--- config.mk ---
export PLATFORM = sky130hd
export DESIGN_NAME = mem_stage
export DESIGN_NICKNAME = d
export VERILOG_FILES = /design/src/rtl/mem_stage_pkg.sv /design/src/rtl/mem_stage_ld_extend.sv /design/src/rtl/mem_stage.sv
export SDC_FILE = /design/constraint.sdc
export NUM_CORES = 1
export LEC_CHECK = 0
export BUFFER_PORTS_ARGS = -buffer_cell sky130_fd_sc_hd__buf_2
export CAP_MARGIN = 25
export CORE_ASPECT_RATIO = 1.4
export CORE_MARGIN = 2
export CORE_UTILIZATION = 25
export CTS_CLUSTER_SIZE = 16
export DETAILED_ROUTE_END_ITERATION = 10
export HOLD_SLACK_MARGIN = 0.05
export PLACE_DENSITY_LB_ADDON = 0.12
export SLEW_MARGIN = 20
export SYNTH_ARGS = -nofsm -noshare
export SYNTH_HDL_FRONTEND = slang
export SYNTH_SLANG_ARGS = --single-unit
--- constraint.sdc ---
create_clock -name clk -period 6.2 [get_ports clk]
set_input_delay 1.55 -clock clk [delete_from_list [all_inputs] [get_ports clk]]
set_output_delay 1.55 -clock clk [all_outputs]
set_load 0.05 [all_outputs]
--- src/rtl/mem_stage_pkg.sv ---
// Shared types for the memory stage: bus widths, load-op bit indices
// and packed layouts of the exe->mem and mem->wb bundles.
package mem_stage_pkg;

  localparam int ES_TO_MS_BUS_WD = 140;
  localparam int MS_TO_WS_BUS_WD = 126;
  localparam int STALL_BUS_WD    = 10;
  localparam int FORWARD_BUS_WD  = 33;

  // ld_extd_op one-hot {lw,lhu,lh,lbu,lb}
  localparam int LD_LB  = 0;
  localparam int LD_LBU = 1;
  localparam int LD_LH  = 2;
  localparam int LD_LHU = 3;
  localparam int LD_LW  = 4;

  typedef struct packed {
    logic [6:0]  rsvd;
    logic        tlbr;
    logic        tlbwi;
    logic        tlbp;
    logic [31:0] cp0_index_wdata;
    logic        bd;
    logic        exc;
    logic [7:0]  exc_type;
    logic        eret;
    logic        cp0_wen;
    logic        res_from_cp0;
    logic [7:0]  cp0_addr;
    logic        res_from_mem;
    logic        store_op;
    logic [4:0]  ld_extd_op;
    logic        gr_we;
    logic [4:0]  dest;
    logic [31:0] alu_result;
    logic [31:0] pc;
  } es_to_ms_t;

  typedef struct packed {
    logic        tlbr;
    logic        tlbwi;
    logic        tlbp;
    logic [31:0] cp0_index_wdata;
    logic        bd;
    logic        exc;
    logic [7:0]  exc_type;
    logic        eret;
    logic        cp0_wen;
    logic        res_from_cp0;
    logic [7:0]  cp0_addr;
    logic        gr_we;
    logic [4:0]  dest;
    logic [31:0] final_result;
    logic [31:0] pc;
  } ms_to_ws_t;

endpackage

--- src/rtl/mem_stage_ld_extend.sv ---
// Load data extraction: picks byte/half by address and
// sign/zero extends to 32 bits; lw passes through.
module mem_stage_ld_extend
  import mem_stage_pkg::*;
(
  input  logic [4:0]  ld_extd_op,
  input  logic [1:0]  addr,
  input  logic [31:0] rdata,
  output logic [31:0] result
);

  logic [7:0]  byte_sel;
  logic [15:0] half_sel;

  // select the addressed byte/half, then extend by op
  always_comb begin
    byte_sel = rdata[7:0];
    half_sel = addr[1] ? rdata[31:16] : rdata[15:0];
    unique case (addr)
      2'd0: byte_sel = rdata[7:0];
      2'd1: byte_sel = rdata[15:8];
      2'd2: byte_sel = rdata[23:16];
      2'd3: byte_sel = rdata[31:24];
      default: byte_sel = rdata[7:0];
    endcase
    result = rdata;
    unique case (1'b1)
      ld_extd_op[LD_LB]:  result = {{24{byte_sel[7]}}, byte_sel};
      ld_extd_op[LD_LBU]: result = {24'd0, byte_sel};
      ld_extd_op[LD_LH]:  result = {{16{half_sel[15]}}, half_sel};
      ld_extd_op[LD_LHU]: result = {16'd0, half_sel};
      ld_extd_op[LD_LW]:  result = rdata;
      default:            result = rdata;
    endcase
  end

endmodule

--- src/rtl/mem_stage.sv ---
// Memory stage: waits for data_ok, buffers early responses, drops stale ones.
// Optional MS_LOAD_FWD_EN lets a completed load forward its result.
module mem_stage
  import mem_stage_pkg::*;
#(
  parameter int DROP_W = 2
) (
  input  logic                       clk,
  input  logic                       resetn,
  input  logic                       flush,
  input  logic                       ws_allowin,
  output logic                       ms_allowin,
  input  logic                       es_to_ms_valid,
  input  logic [ES_TO_MS_BUS_WD-1:0] es_to_ms_bus,
  output logic                       ms_to_ws_valid,
  output logic [MS_TO_WS_BUS_WD-1:0] ms_to_ws_bus,
  output logic [STALL_BUS_WD-1:0]    stall_ms_bus,
  output logic [FORWARD_BUS_WD-1:0]  forward_ms_bus,
  output logic [1:0]                 ms_exc_eret_bus,
  input  logic                       data_sram_data_ok,
  input  logic [31:0]                data_sram_rdata
);

  localparam int SW = DROP_W + 1;
  localparam logic [DROP_W-1:0] DROP_MAX = '1;

  es_to_ms_t         es_in;
  es_to_ms_t         ms_r;
  ms_to_ws_t         ws_o;
  logic              ms_valid;
  logic              wait_data;
  logic              rbuf_valid;
  logic [31:0]       rbuf;
  logic [DROP_W-1:0] drop_cnt;
  logic [DROP_W-1:0] drop_nxt;
  logic [SW-1:0]     drop_sum;
  logic [1:0]        drop_inc;
  logic              drop_dec;
  logic              drop_ovf;
  logic              data_ok_acc;
  logic              ms_ready_go;
  logic              rbuf_fill;
  logic              es_mem;
  logic              fwd_valid;
  logic [31:0]       ld_data;
  logic [31:0]       ld_result;
  logic [31:0]       final_result;

  assign es_in       = es_to_ms_bus;
  assign es_mem      = es_in.res_from_mem | es_in.store_op;
  assign data_ok_acc = data_sram_data_ok && (drop_cnt == '0);
  assign ms_ready_go = !wait_data || rbuf_valid || data_ok_acc;
  assign ms_allowin  = !ms_valid || (ms_ready_go && ws_allowin);
  assign rbuf_fill   = ms_valid && wait_data && !rbuf_valid
                    && data_ok_acc && !ws_allowin;
  assign ld_data     = rbuf_valid ? rbuf : data_sram_rdata;

  mem_stage_ld_extend u_ld_extend (
    .ld_extd_op (ms_r.ld_extd_op),
    .addr       (ms_r.alu_result[1:0]),
    .rdata      (ld_data),
    .result     (ld_result)
  );

  assign final_result = ms_r.res_from_mem ? ld_result : ms_r.alu_result;

  // stale-response accounting across a flush
  always_comb begin
    drop_dec = data_sram_data_ok && (drop_cnt != '0);
    drop_inc = {1'b0, flush && ms_valid && wait_data
                      && !rbuf_valid && !data_ok_acc}
             + {1'b0, flush && es_to_ms_valid && es_mem};
    drop_sum = {1'b0, drop_cnt} + SW'(drop_inc) - SW'(drop_dec);
    drop_ovf = drop_sum > {1'b0, DROP_MAX};
    drop_nxt = drop_ovf ? DROP_MAX : drop_sum[DROP_W-1:0];
  end

  // stage valid, wait and buffer-valid state
  always_ff @(posedge clk or negedge resetn) begin
    if (!resetn) begin
      ms_valid   <= 1'b0;
      wait_data  <= 1'b0;
      rbuf_valid <= 1'b0;
      drop_cnt   <= '0;
    end else begin
      drop_cnt <= drop_nxt;
      if (flush) begin
        ms_valid   <= 1'b0;
        wait_data  <= 1'b0;
        rbuf_valid <= 1'b0;
      end else if (ms_allowin) begin
        ms_valid   <= es_to_ms_valid;
        wait_data  <= es_to_ms_valid && es_mem;
        rbuf_valid <= 1'b0;
      end else if (rbuf_fill) begin
        rbuf_valid <= 1'b1;
      end
    end
  end

  // payload and response buffer registers
  always_ff @(posedge clk or negedge resetn) begin
    if (!resetn) begin
      ms_r <= '0;
      rbuf <= '0;
    end else begin
      if (es_to_ms_valid && ms_allowin) ms_r <= es_in;
      if (rbuf_fill) rbuf <= data_sram_rdata;
    end
  end

  drop_no_overflow: assert property (
    @(posedge clk) disable iff (!resetn) !drop_ovf
  );

`ifdef MS_LOAD_FWD_EN
  assign fwd_valid = ms_valid && !ms_r.res_from_cp0
                  && (!ms_r.res_from_mem || ms_ready_go);
`else
  assign fwd_valid = ms_valid && !ms_r.res_from_mem
                  && !ms_r.res_from_cp0;
`endif

  // assemble the outgoing wb bundle
  always_comb begin
    ws_o                 = '0;
    ws_o.tlbr            = ms_r.tlbr;
    ws_o.tlbwi           = ms_r.tlbwi;
    ws_o.tlbp            = ms_r.tlbp;
    ws_o.cp0_index_wdata = ms_r.cp0_index_wdata;
    ws_o.bd              = ms_r.bd;
    ws_o.exc             = ms_r.exc;
    ws_o.exc_type        = ms_r.exc_type;
    ws_o.eret            = ms_r.eret;
    ws_o.cp0_wen         = ms_r.cp0_wen;
    ws_o.res_from_cp0    = ms_r.res_from_cp0;
    ws_o.cp0_addr        = ms_r.cp0_addr;
    ws_o.gr_we           = ms_r.gr_we;
    ws_o.dest            = ms_r.dest;
    ws_o.final_result    = final_result;
    ws_o.pc              = ms_r.pc;
  end

  assign ms_to_ws_valid  = ms_valid && ms_ready_go;
  assign ms_to_ws_bus    = ws_o;
  assign stall_ms_bus    = {{5{ms_valid && ms_r.gr_we}}, ms_r.dest};
  assign forward_ms_bus  = {fwd_valid, final_result};
  assign ms_exc_eret_bus = {ms_valid && ms_r.exc, ms_valid && ms_r.eret};

endmodule

=== Yosys cells after proc, flatten, opt, wreduce, memory -nomap -nowiden ===
Index checks and enable logic that the tools add are counted.

* Input bits: 178
* Bits in read-only memories: 0
* Memories: 0
* RAM bits: 0
* Output and inout port bits: 173
* Word-level logic and storage cells: 79
* Bits in latches: 0
* Register bits: 168

* Div/mod/pow operators: 0
* Shifts and indexed selects: 0
* Equal/unequal tests: 3
* Bitwise logic cells: 1
* Add/sub/neg operators: 3
* $mul: 0
* Reduce and logical (&&, ||, !) cells: 36
* Magnitude comparators: 1
* Muxes and demuxes: 13

{| class="wikitable"
|+ Operator list
! operator !! number
|-
| $pmux W32 S4 || 1
|-
| $mux W32 || 2
|-
| $pmux W8 S4 || 1
|-
| $logic_and A1 B1 Y1 || 21
|-
| $mux W16 || 1
|-
| $logic_not A1 Y1 || 7
|-
| $mux W1 || 7
|-
| $eq A2 B2 Y1 const B || 2
|-
| $logic_not A2 Y1 || 2
|-
| $reduce_bool A2 Y1 || 2
|-
| $add A2 B2 Y3 || 1
|-
| $gt A3 B2 Y1 const B || 1
|-
| $logic_or A1 B1 Y1 || 3
|-
| $reduce_bool A3 Y1 || 1
|-
| $sub A3 B1 Y3 || 1
|-
| $add A1 B1 Y2 || 1
|-
| $eq A2 B1 Y1 const B || 1
|-
| $mux W2 || 1
|-
| $or A1 B1 Y1 || 1
|}

=== Longest topological paths before layout ===
Gate-level depths: netlist (run 1).

* Depth after elaboration: 9
* Mapped depth: 9
* Depth with buffers taken out: 8

=== Cells and area by module ===
A second synthesis (run 1) with hierarchy kept.

* Cell total of the unflattened synthesis: 702
* Area total of the unflattened synthesis: 9346.5 um^2

{| class="wikitable"
|+ Modules (own cells, without submodules)
! module !! instances !! area an instance (um^2) !! cells an instance !! sequential area each (um^2)
|-
| mem_stage || 1 || 8543.2 || 593 || 4229.1
|-
| mem_stage_ld_extend || 1 || 803.3 || 109 || 0.0
|}

=== Least setup slack after synthesis (run 1) ===
OpenSTA, ideal clock, no wires.

* Path kind: input-to-output
* Start: input port data_sram_rdata[18]
* End: output port ms_to_ws_bus[34]
* Path buffers: 1
* Path slack: 1.239 ns
* Cell stages on the path: 5
* Arrival: 3.411 ns
* Cell sequence: mux2i_1 a21o_1 a221o_1 a31oi_1 buf_4

* Cells in the longest elaborated chain, start to end: 4

{| class="wikitable"
|+ RTL lines
! element !! line !! RTL
|-
| start, declared || mem_stage.sv:21 || <nowiki>input logic [31:0] data_sram_rdata</nowiki>
|-
| $mux W32 (*) || mem_stage.sv:56 || <nowiki>assign ld_data = rbuf_valid ? rbuf : data_sram_rdata;</nowiki>
|-
| $pmux W8 S4 / $mux W16 (equally long branches) || mem_stage_ld_extend.sv:19, mem_stage_ld_extend.sv:18 ||
|-
| $pmux W32 S4 (*) || mem_stage_ld_extend.sv:27 || <nowiki>unique case (1'b1)</nowiki>
|-
| $mux W32 (*) || mem_stage.sv:65 || <nowiki>assign final_result = ms_r.res_from_mem ? ld_result : ms_r.alu_result;</nowiki>
|-
| end, declared || mem_stage.sv:16 || <nowiki>output logic [MS_TO_WS_BUS_WD-1:0] ms_to_ws_bus,</nowiki>
|}

Mark *: on every way between the ends. The rest lies on a longest branch, timed or not.

=== Worst setup path after layout (run 1) ===
* Start: input port data_sram_rdata[31]
* End: output port forward_ms_bus[30]

* Cells in the longest elaborated chain, start to end: 4

{| class="wikitable"
|+ RTL lines
! element !! line !! RTL
|-
| $mux W32 (*) || mem_stage.sv:56 ||
|-
| $pmux W8 S4 / $mux W16 (equally long branches) || mem_stage_ld_extend.sv:19, mem_stage_ld_extend.sv:18 ||
|-
| $pmux W32 S4 (*) || mem_stage_ld_extend.sv:27 ||
|-
| $mux W32 (*) || mem_stage.sv:65 ||
|-
| end, declared || mem_stage.sv:18 || <nowiki>output logic [FORWARD_BUS_WD-1:0] forward_ms_bus,</nowiki>
|}

Marked as above.

==> impl_results.md, run 1 <==
- CP bufs+invs: 3
- Largest delay share family, worst path: buffers and inverters
- Internal power: between 2 and 2.5 mW
- Min Tclk post-route: about 5 ns
- First-pass GRT wire length: approximately 40,000 um
- Fin worst setup slack: ~1.2 ns
- TritonCTS clock tree: yes
- Top cells by area, synth: dfrtp_1 (47%), mux2_2 (22%), buf_4 (12%), mux2i_1 (2.2%), a21oi_1 (1.7%)
- Mapped cell area: between 9000 and 10,000 sq um
- Netlist cell types: 51
- WP depth: 7
- Setup slack, reg-to-reg: approximately 3.3 ns
- Critical path origin: data_sram_rdata[31]
- Placement Rows: 82
- # fillers: between 3,000 and 4,000
- Wirelength per Cell: roughly 19 um
- Critical Path Source Type: input port
- Worst-Skew Late Latency: roughly 0.44 ns
- Initial core utilization: between 20% and 30%
- Critical Path RT: around 4.7 ns
- Vias: roughly 6,100
- Worst-path cell chain: buf_2 > mux4_2 > and2_1 > o31ai_4 > buf_4 > a21oi_1 > buf_2
- Crit end category: output port
- Flop pwr share: approximately a third
- Drt drc: 0
- Max frequency: approximately 200 MHz
- Total GRT Usage: 14.4%
- Skew final: a little under 0.009 ns
- EDFF count, synth: 0
- # IOs: 351
- Number of global-route vias before repair: 6,528
- Outcome: finished, final reports clean
- Vias/cell: approximately 4.3
- Clock Sinks: around 170
- R2R depth: 6
- Ys Warns: 0
- Cells after Synth: between 700 and 800
- Top-area cell type share of the netlist area: about 47%
- Critical path's most frequent cell: buf_2
- Fraction of layout cells with a size suffix above 1: 61.3%
- Cell Pwr Density: about 360 nW/um^2
- RSZ-0062 raised after global routing: false
- Power Total: around 3.9 mW
- Max VDD drop: 0.000168 V
- Grt ovf: 0
- Max Fanout on Critical Path: 13
- Mapped Nets: approximately 900
- Die area: 37,600 sq um
- Slew HR: 41.4%
- Post-place setup slack: around 1.2 ns
- Core ar.: between 30,000 and 40,000 sq um
- Combinational power share: between 30% and 40%
- Hold path depth: 1
- Largest net degree at the start of global routing: 87
- Capturing point of the worst reg2reg path: ms_r[42]
- Initial antenna violation count: 5
- Post-synth ARST share: 100%
- Starting DRC count in detailed routing: between 150 and 200
- LEAKAGE: between 4 and 5 nW
- Worst r2r src: rbuf_valid
- DP Wirelength: between 15,000 and 20,000 um
- Final-stage net count: between 1,000 and 1,500
- Net Sw Frac: around 43%
- ANT nets after route: 0
- Finished Cell Area: 10,700 sq um
- Post-synthesis sequential area ratio: a little under half
- Placed cells: approximately 1,400
- Clock network power share: approximately 28%
- Critical Path End: forward_ms_bus[30]
- Clock buffer count from CTS: 17
- Max capacitance violation total: 0
- Critical setup path kind: input port to output port
- CTS resizes: 0
- Mapped Avg Cell Area: about 12 sq um
- Area leader, netlist: dfrtp_1
- Layout Cells excl Fill: approximately 1,400
- Worst hold-check path type: flop to flop
- Die Height: between 200 and 250 um
- Setup bufs post-CTS: 0
- Die X: ~160 um
- Worst EP arrival: roughly 3.4 ns
- Yosys reg bits: 168
- Final RePlAce weighted congestion: around 0.7
- Synth Flop Type: dfrtp_1
- Switch Pwr: ~1.7 mW
- Fin. Hold Viols: 0
- Final setup viols: 0
- CTS Hold Bufs: 0
- Routed wire length: 26,700 um
- Number of diodes: 0
- Fin Setup TNS: 0 ns
- H-Tree Depth: 4
- Pre-antenna DRT Iters: 4
- Critical Path Max Stage Delay: about 0.49 ns
- Worst-margin pin slew: about 0.9 ns
- Input/output buffers: approximately 340
- Root Driver: clkbuf_16
- Critical Path Slowest Stage Cell: mux4_2
- Fin crit share: 80.4%
- Placement Cell Area: 10,100 sq um
- Final Max Slew Viols: 0
- P&R area growth vs syn: 18.9%
- Bufs on Longest Clock Path: 2
- Clock-pin slew on the worst setup and hold paths: 0.08 ns
[kinds of logic (layout without fill, tap and decap cells)]
family | count (synthesis) | after routing | share of synthesized area (%)
buffers and inverters | 182 | 391 | 14.8
AO/OA/AOI/OAI | 92 | 92 | 7.01
AND/OR/NAND/NOR | 89 | 89 | 4.76
XOR/XNOR | 1 | 1 | 0.0972
adder cells (fa/ha/maj) | 3 | 3 | 0.583
flip-flops | 168 | 168 | 46.7
multiplexers | 206 | 206 | 26.1
[registers in the layout, indices dropped and copies added, names as in the netlist]
signal,count
ms_to_ws_bus,94
rbuf_valid,1
ms_r,37
ms_valid,1
drop_cnt,2
wait_data,1
rbuf,32
[final cells by class]
type	count	area [sq um]	area share [%]
clock buffers	18	429	4.01
clock inverters	14	159	1.48
inverters	7	26.3	0.245
multi-input cells	391	3490	32.6
flip-flops and latches	168	4210	39.3
well taps	462	578	5.40
repair buffers	352	1830	17.0
[how the worst min path moves through the flow]
stage / startpoint / endpoint / slack (ns)
floorplan: ms_to_ws_bus[83] / ms_to_ws_bus[83] / 0.46
global placement: ms_to_ws_bus[87] / ms_to_ws_bus[87] / 0.47
detailed placement: ms_to_ws_bus[91] / ms_to_ws_bus[91] / 0.47
CTS: ms_to_ws_bus[91] / ms_to_ws_bus[91] / 0.49
global route: ms_to_ws_bus[83] / ms_to_ws_bus[83] / 0.51
finish: ms_to_ws_bus[91] / ms_to_ws_bus[91] / 0.48
[Yosys cell counts, drive strengths merged, types with 4 or more instances]
library cell	n
a21o	5
a21oi	41
a221o	5
a22oi	4
a31oi	6
and2	5
buf	165
clkbuf	9
dfrtp	168
inv	7
mux2	181
mux2i	20
mux4	5
nand2	23
nand2b	7
nand3	5
nor2	34
o21a	8
o21ai	12
[power by group through the flow]
stage / clock (mW) / sequential, mW / combinational [mW]
after global placement: 0 / 1.35 / 1.48
after CTS: 1.14 / 1.33 / 1.48
final: 1.09 / 1.33 / 1.46
after global routing: 1.18 / 1.35 / 1.54
after detailed placement: 0 / 1.35 / 1.48
after floorplan: 0 / 1.31 / 1.33
[per-stage QoR]
step / hold WS [ns] / util, %
after floorplan: 0.459 / -
after global placement: 0.466 / 28.3
after detailed placement: 0.469 / 28.3
after CTS: 0.488 / 29.9
after global routing: 0.508 / 30.0
final: 0.481 / 30.0
[per-layer routing]
metal | GRT usage, % | up-vias | routed length [um] | share of wire [%]
met3 | 4.74 | 32 | 1910 | 7.1
met1 | 16.3 | 3009 | 10400 | 39
met2 | 25.3 | 231 | 13800 | 52
li1 | - | 2848 | - | -
met5 | 0 | - | 39 | 0.15
met4 | 4.57 | 6 | 534 | 2.0
[worst register-to-register path: stages, from the launching register on]
cell and delay, ns:
dfrtp_2 0.62, buf_4 0.49, nand2b_2 0.24, o21ai_2 0.10, a21boi_4 0.18, buf_4 0.63, mux2_2 0.52
[layout by cell type (no fill, tap or decap), types with 7 or more instances in the layout]
cell       Yosys  final
a21oi_1       31     31
a21oi_2       10     10
buf_2          7    341
buf_4        149      8
clkbuf_16      0     17
dfrtp_1      168    166
inv_1          7      7
mux2_1         8      8
mux2_2       173    173
mux2i_1       20     20
nand2_1       23     23
nor2_1        34     34
o21a_1         8      8
o21ai_0       11     11
Note: power is estimated with default switching activity, not from simulation.
==> run 2, diff against run 1 <==
--- a/config.mk
+++ b/config.mk
@@ -5,6 +5,7 @@
 export SDC_FILE = /design/constraint.sdc
 export NUM_CORES = 1
 export LEC_CHECK = 0
+export ABC_AREA = 1
 export BUFFER_PORTS_ARGS = -buffer_cell sky130_fd_sc_hd__buf_2
 export CAP_MARGIN = 25
 export CORE_ASPECT_RATIO = 1.4
==> constraint.sdc (replaced) <==
create_clock -name clk -period 4.8 [get_ports clk]
set_input_delay 1.2 -clock clk [delete_from_list [all_inputs] [get_ports clk]]
set_output_delay 1.2 -clock clk [all_outputs]
set_load 0.05 [all_outputs]
==> run 2 against run 1 <==
  * Register-to-register slack worse by 1.4 ns
  * Final cell count up 35%
  * Via count grew 30%
  * Wire length is 11% higher
  * Die area increased by 2.1%
  * Worst hold slack worse by 0.012 ns
  * Design area rose by 1.9%
  * Utilization decreased by 0.052 points
  * Global-route usage increased by 1.2 points
  * Synthesized area is 2.2% higher
  * Combinational power is 32% higher
  * Largest cell class unchanged
==> impl_results.md, run 2 <==
- Outcome: finished, final reports clean
- Top-area cell type share of the netlist area: 45.7% (-0.99 points)
- Number of flip-flops in the largest register: 94 (unchanged)
- CTS Hold Bufs: 0 (unchanged)
- First-pass GRT wire length: 46,400 um (+16%)
- Initial core utilization: 25.3% (about the same)
- EDFF count, synth: 0 (unchanged)
- Vias/cell: 4.17 (-4.0%)
- Vias: 7,954 (+30%)
- Top-count cell post-synth: nand2_1
- Placement Rows: 83 (+1.2%)
- TritonCTS clock tree: yes
- Critical Path Slowest Stage Cell: inv_2
- Post-synth ARST share: 100% (unchanged)
- ANT nets after route: 0 (unchanged)
- Worst-path cell chain: inv_2 > nand2_1 > nand2_1 > nand2_1 > nand2_1 > nand2_1 > nand3_1 > nand2_1 > inv_1 > buf_2
- Die area: 38,400 sq um (+2.1%)
- Final-stage net count: 1,607 (+44%)
- Critical setup path kind: flop to output port
- Max VDD drop: 0.000201 V (+20%)
- Setup bufs post-CTS: 0 (unchanged)
- Root Driver: clkbuf_16
- Fin. Hold Viols: 0 (unchanged)
- Mapped Avg Cell Area: 7.45 sq um (-39%)
- LEAKAGE: 6.32 nW (+27%)
- Mapped Nets: 1,416 (+54%)
- Wirelength per Cell: 15.5 um (-18%)
- Bufs on Longest Clock Path: 2 (unchanged)
- Grt ovf: 0 (unchanged)
- Worst-Skew Late Latency: 0.46 ns (+0.02 ns)
- Cell Pwr Density: 460 nW/um^2 (+27%)
- # IOs: 351 (unchanged)
- Critical Path Source Type: flop
- Mapped cell area: 9210 sq um (+2.2%)
- Input/output buffers: 342 (unchanged)
- Synth top cells by count: nand2_1 (592), dfrtp_1 (168), buf_4 (141)
- Fin worst setup slack: 0.850 ns (-0.367 ns)
- Hold WS: 0.469 ns (-0.0117 ns)
- Core ar.: 36,500 sq um (+2.1%)
- Post-synthesis sequential area ratio: 45.7% (-0.99 points)
- Pre-antenna DRT Iters: 6 (+2)
- Largest net degree at the start of global routing: 59 (-32%)
- Ys Warns: 0 (unchanged)
- Fin Setup TNS: 0 ns (unchanged)
- Finished Cell Area: 10,900 sq um (+1.9%)
- Starting DRC count in detailed routing: 390 (+120%)
- Synth Flop Type: dfrtp_1
- Placement Cell Area: 10,300 sq um (+2.2%)
- Skew final: 0.00886 ns (-0.0000526 ns)
- Die X: 166 um (+1.1%)
- Fin crit share: between 80% and 90%
- Area leader, netlist: dfrtp_1
- Max capacitance violation total: 0 (unchanged)
- Clock buffer count from CTS: 17 (unchanged)
- Min Tclk post-route: about 3.9 ns
- Post-place setup slack: 0.810 ns (-0.379 ns)
- Final RePlAce weighted congestion: 0.791 (+12%)
- Critical path's most frequent cell: nand2_1
- Clock Sinks: 168 (unchanged)
- P&R area growth vs syn: 18.6%
- DP Wirelength: 21,900 um (+11%)
- Max Fanout on Critical Path: 32 (+19)
- Top cells by area, synth: dfrtp_1 (46%), nand2_1 (24%), buf_4 (11%), o21ai_0 (3.2%), inv_1 (2.9%)
- Cells after Synth: 1,235 (+67%)
- Number of global-route vias before repair: 7,991 (+22%)
- Worst-margin pin slew: 0.915 ns (+0.0368 ns)
- RSZ-0062 raised after global routing: false
- Worst EP arrival: 2.75 ns (-0.68 ns)
- Total GRT Usage: 15.6% (+1.2 points)
- Routed wire length: 29,600 um (+11%)
- Crit end category: output port
- Die Height: 231 um (+1.1%)
- Drt drc: 0 (unchanged)
- H-Tree Depth: 4 (unchanged)
- Max frequency: roughly 250 MHz
- Worst hold-check path type: flop to flop
- Initial antenna violation count: 6 (+1)
- Critical Path RT: 3.60 ns (-1.05 ns)
- Netlist cell types: 33 (-35%)
- Fraction of layout cells with a size suffix above 1: 29.2% (-32 points)
- Most frequent cells in the layout: nand2_1 (592), buf_2 (341), dfrtp_1 (168), inv_1 (71), o21ai_0 (59)
- Commonest non-fill, non-tap cell in the layout: nand2_1
- Yosys reg bits: 168 (unchanged)
- Final Max Slew Viols: 0 (unchanged)
- Critical Path Max Stage Delay: 0.40 ns (-0.09 ns)
- Slew HR: 38.6% (-2.8 points)
- Clock-pin slew on the worst setup and hold paths: 0.07 ns (about the same)
- CTS resizes: 0 (unchanged)
- Final setup viols: 0 (unchanged)
-- run 2: cells by family (layout without fill, tap and decap cells) --
logic type / after synthesis / in the layout / synth area share [%]
AOI/OAI and AO/OA: 109 / 109 / 6.09
adders and majority gates: 3 / 3 / 0.571
muxes: 2 / 2 / 0.217
DFF: 168 / 168 / 45.7
and+or+nand+nor: 686 / 686 / 29.4
xor gates and xnor gates: 1 / 1 / 0.0952
other: 0 / 3 / 0
buffers and inverters: 266 / 470 / 18.0
-- run 2: metal layers --
layer	vias to the layer above	part of all wire, %	wire [um]	track usage [%]
li1	4023	-	-	-
met1	3656	42	12300	18.6
met2	233	49	14700	26.8
met3	36	6.5	1940	4.51
met4	6	2.3	676	5.54
met5	-	0.13	40	0
-- run 2: worst paths after layout --
path	from	end	slack (ns)	depth (start not counted)
max	rbuf_valid	ms_to_ws_bus[53]	0.85	10
min	ms_r[54]	ms_r[54]	0.47	2
max reg2reg	rbuf_valid	drop_cnt[1]	1.96	10
min reg2reg	ms_r[54]	ms_r[54]	0.47	2
max in group asynchronous	resetn	ms_r[58]	3.16	2
min in group asynchronous	resetn	ms_to_ws_bus[11]	0.72	1
-- run 2: critical path: cells and delay by family, from the launching register on --
| kind | cells | cell delay [ns] |
|---|---|---|
| simple gates | 7 | 1.11 |
| buf+inv | 3 | 0.80 |
| flops | 1 | 0.39 |
-- run 2: final cells by class --
type                            count  area (sq um)
Tap cell                          467           584
Inverter                           74           280
Sequential cell                   168          4200
Clock buffer                       18           429
Multi-Input combinational cell    801          3350
Antenna cell                        3          7.51
Fill cell                        4050         25500
Clock inverter                     14           158
Timing Repair Buffer              364          1910
-- run 2: power by group --
part	switching [mW]	internal (mW)	leakage [nW]
Sequential	0.102	1.61	2.00
Combinational	1.49	0.435	4.03
Clock	0.692	0.698	0.287
Total	2.28	2.74	6.32
-- run 2: metrics by stage --
step                      util, %  cells  power (mW)
after global placement       28.3   1874        3.68
final                        30.0   1909        5.02
after floorplan                 -   1235        3.40
after CTS                    29.9   1906        5.12
after global routing         29.9   1907        5.32
after detailed placement     28.3   1874        3.69
==> run 3, diff against run 2 <==
==> constraint.sdc (replaced) <==
create_clock -name clk -period 3.6 [get_ports clk]
set_input_delay 0.9 -clock clk [delete_from_list [all_inputs] [get_ports clk]]
set_output_delay 0.9 -clock clk [all_outputs]
set_load 0.05 [all_outputs]
==> run 3 against run 2 <==
  * Final cell count rose by 0.31%
  * Design area grew 0.97%
  * Worst setup slack got worse by 0.70 ns
  * First-iteration DRC count decreased by 14%
  * Combinational power rose by 36%
  * Largest power group unchanged
==> impl_results.md, run 3 (synthesis gave the netlist of run 2 again) <==
- Outcome: finished, final reports clean
- Starting DRC count in detailed routing: 336 (-14%)
- Grt ovf: 0 (unchanged)
- # IOs: 351 (unchanged)
- Vias/cell: 4.18 (+0.21%)
- Combinational power share: 38.8% (+0.5 points)
- Skew final: 0.00875 ns (-0.000106 ns)
- Worst EP arrival: 2.55 ns (-0.20 ns)
- CP bufs+invs: 3 (unchanged)
- Switch Pwr: 3.06 mW (+34%)
- Cell Pwr Density: 612 nW/um^2 (+33%)
- Worst-margin pin slew: 0.892 ns (-0.0229 ns)
- Critical Path Source Type: flop
- Critical Path RT: 2.70 ns (-0.90 ns)
- Initial core utilization: 25.3% (unchanged)
- Final setup viols: 0 (unchanged)
- Hold WS: 0.472 ns (+0.00327 ns)
- Critical Path Slowest Stage Cell: dfrtp_1
- Worst-Skew Late Latency: 0.45 ns (about the same)
- Final RePlAce weighted congestion: 0.844 (+6.7%)
- WP depth: 11 (+1)
- TritonCTS clock tree: yes
- Input/output buffers: 342 (unchanged)
- Pre-antenna DRT Iters: 6 (unchanged)
- First-pass GRT wire length: 46,400 um (+0.15%)
- Net Sw Frac: 45.4% (about the same)
- Die X: 166 um (unchanged)
- Max capacitance violation total: 0 (unchanged)
- P&R area growth vs syn: 19.8%
- Critical setup path kind: flop to output port
- Routed wire length: 30,300 um (+2.2%)
- Fraction of layout cells with a size suffix above 1: 29.8% (+0.57 points)
- Hold path depth: 2 (unchanged)
- Commonest non-fill, non-tap cell in the layout: nand2_1
- Power Total: 6.74 mW (+34%)
- Most frequent cells in the layout: nand2_1 (591), buf_2 (340), dfrtp_1 (167), inv_1 (71), o21ai_0 (54)
- Wirelength per Cell: 15.8 um (+1.9%)
- Max VDD drop: 0.000248 V (+23%)
- Finished Core Util: 30.2% (+0.29 points)
- Worst-path cell chain: inv_4 > buf_4 > nand2_1 > o21ai_0 > nand2_1 > nand2_1 > nor2_1 > o21ai_1 > nand2_1 > nand2_1 > buf_2
- Slew HR: 40.5% (+1.9 points)
- Vias: 7,996 (+0.53%)
- Largest delay share family, worst path: buffers and inverters
- Crit end category: output port
- Die area: 38,400 sq um (unchanged)
- Drt drc: 0 (unchanged)
- Layout Cells excl Fill: 1,915 (+0.31%)
- Critical Path Max Stage Delay: 0.41 ns (about the same)
- H-Tree Depth: 4 (unchanged)
- Critical path's most frequent cell: nand2_1
- Fin crit share: a little over nine tenths
- Number of global-route vias before repair: 7,927 (-0.80%)
- Clock buffer count from CTS: 17 (unchanged)
- Core ar.: 36,500 sq um (unchanged)
- Fin Setup TNS: 0 ns (unchanged)
- CTS Hold Bufs: 0 (unchanged)
- ANT nets after route: 0 (unchanged)
- LEAKAGE: 6.37 nW (+0.82%)
- Initial antenna violation count: 7 (+1)
- RSZ-0062 raised after global routing: false
- Internal power: 3.68 mW (+34%)
- Placement Rows: 83 (unchanged)
- Final-stage net count: 1,614 (+0.44%)
- Largest net degree at the start of global routing: 125 (+110%)
- Worst hold-check path type: flop to flop
- Flop pwr share: 33.8% (-0.2 points)
- Clock-pin slew on the worst setup and hold paths: 0.07 ns (about the same)
- Max Fanout on Critical Path: 18 (-44%)
- R2R depth: 10 (unchanged)
- Clock Sinks: 168 (unchanged)
- Min Tclk post-route: 3.45 ns
- Number of flip-flops in the largest register: 94 (unchanged)
- Max frequency: roughly 290 MHz
- Final Max Slew Viols: 0 (unchanged)
- Root Driver: clkbuf_16
- Die Height: 231 um (unchanged)
- DP Wirelength: 22,500 um (+2.3%)
- Placed cells: 1,878 (+0.21%)
- Clock network power share: 27.4% (-0.3 points)
- Fin. Hold Viols: 0 (unchanged)
- Bufs on Longest Clock Path: 2 (unchanged)
- Total GRT Usage: 15.8% (+0.19 points)
-- run 3: cell types whose count changed in the layout (fill, tap and decap cells not counted), moves of 2 or more --
cell,delta
buf_12,+3
buf_4,+4
inv_8,+2
o21ai_0,-5
o21ai_1,+5
-- run 3: tightest hold or removal path, stage by stage (launching register included) --
cell and delay (ns):
dfrtp_1 0.34, nand2_1 0.05, nand2_1 0.05
-- run 3: area by class of cell --
cell class / instances / area [sq um]
inverter: 74 / 283
fill: 4032 / 25400
sequential: 168 / 4210
multi-input combinational: 801 / 3360
tap: 467 / 584
clock buffer: 17 / 425
timing repair buffer: 371 / 2000
antenna: 3 / 7.51
clock inverter: 14 / 155
-- run 3: path summary, 6_finish.rpt --
kind / from / to / slack, ns
max in group asynchronous: resetn / ms_r[51] / 2.20
max: rbuf_valid / forward_ms_bus[6] / 0.15
min: ms_r[63] / ms_r[63] / 0.47
min reg2reg: ms_r[63] / ms_r[63] / 0.47
min in group asynchronous: resetn / ms_to_ws_bus[115] / 0.49
max reg2reg: rbuf_valid / drop_cnt[1] / 1.00
-- run 3: metrics by stage --
| stage | cell area [sq um] | setup WS, ns |
|---|---|---|
| after global routing | 11000 | 0.00447 |
| final | 11000 | 0.148 |
| after floorplan | 9210 | 0.0104 |
| after detailed placement | 10400 | 0.239 |
| after CTS | 11000 | 0.00617 |
| after global placement | 10400 | 0.242 |
-- run 3: repair_timing --
item,in CTS,in global routing
pin swaps,0,0
resized for setup,2,9
setup endpoints to repair,48,57
buffers inserted,0,3
cloned,0,0
-- run 3: power groups by stage --
stage	logic, mW	clock network [mW]	registers, mW
global route	2.82	2.01	2.32
global placement	2.63	0	2.31
CTS	2.64	1.94	2.29
detailed placement	2.64	0	2.32
floorplan	2.25	0	2.28
finish	2.61	1.85	2.28
-- run 3: layer usage --
layer	GRT usage [%]	vias to the layer above	share of wire (%)
li1	-	4029	-
met1	18.3	3658	40
met2	27.2	254	50
met3	5.02	45	6.5
met4	6.06	10	2.6
met5	0	-	0.23
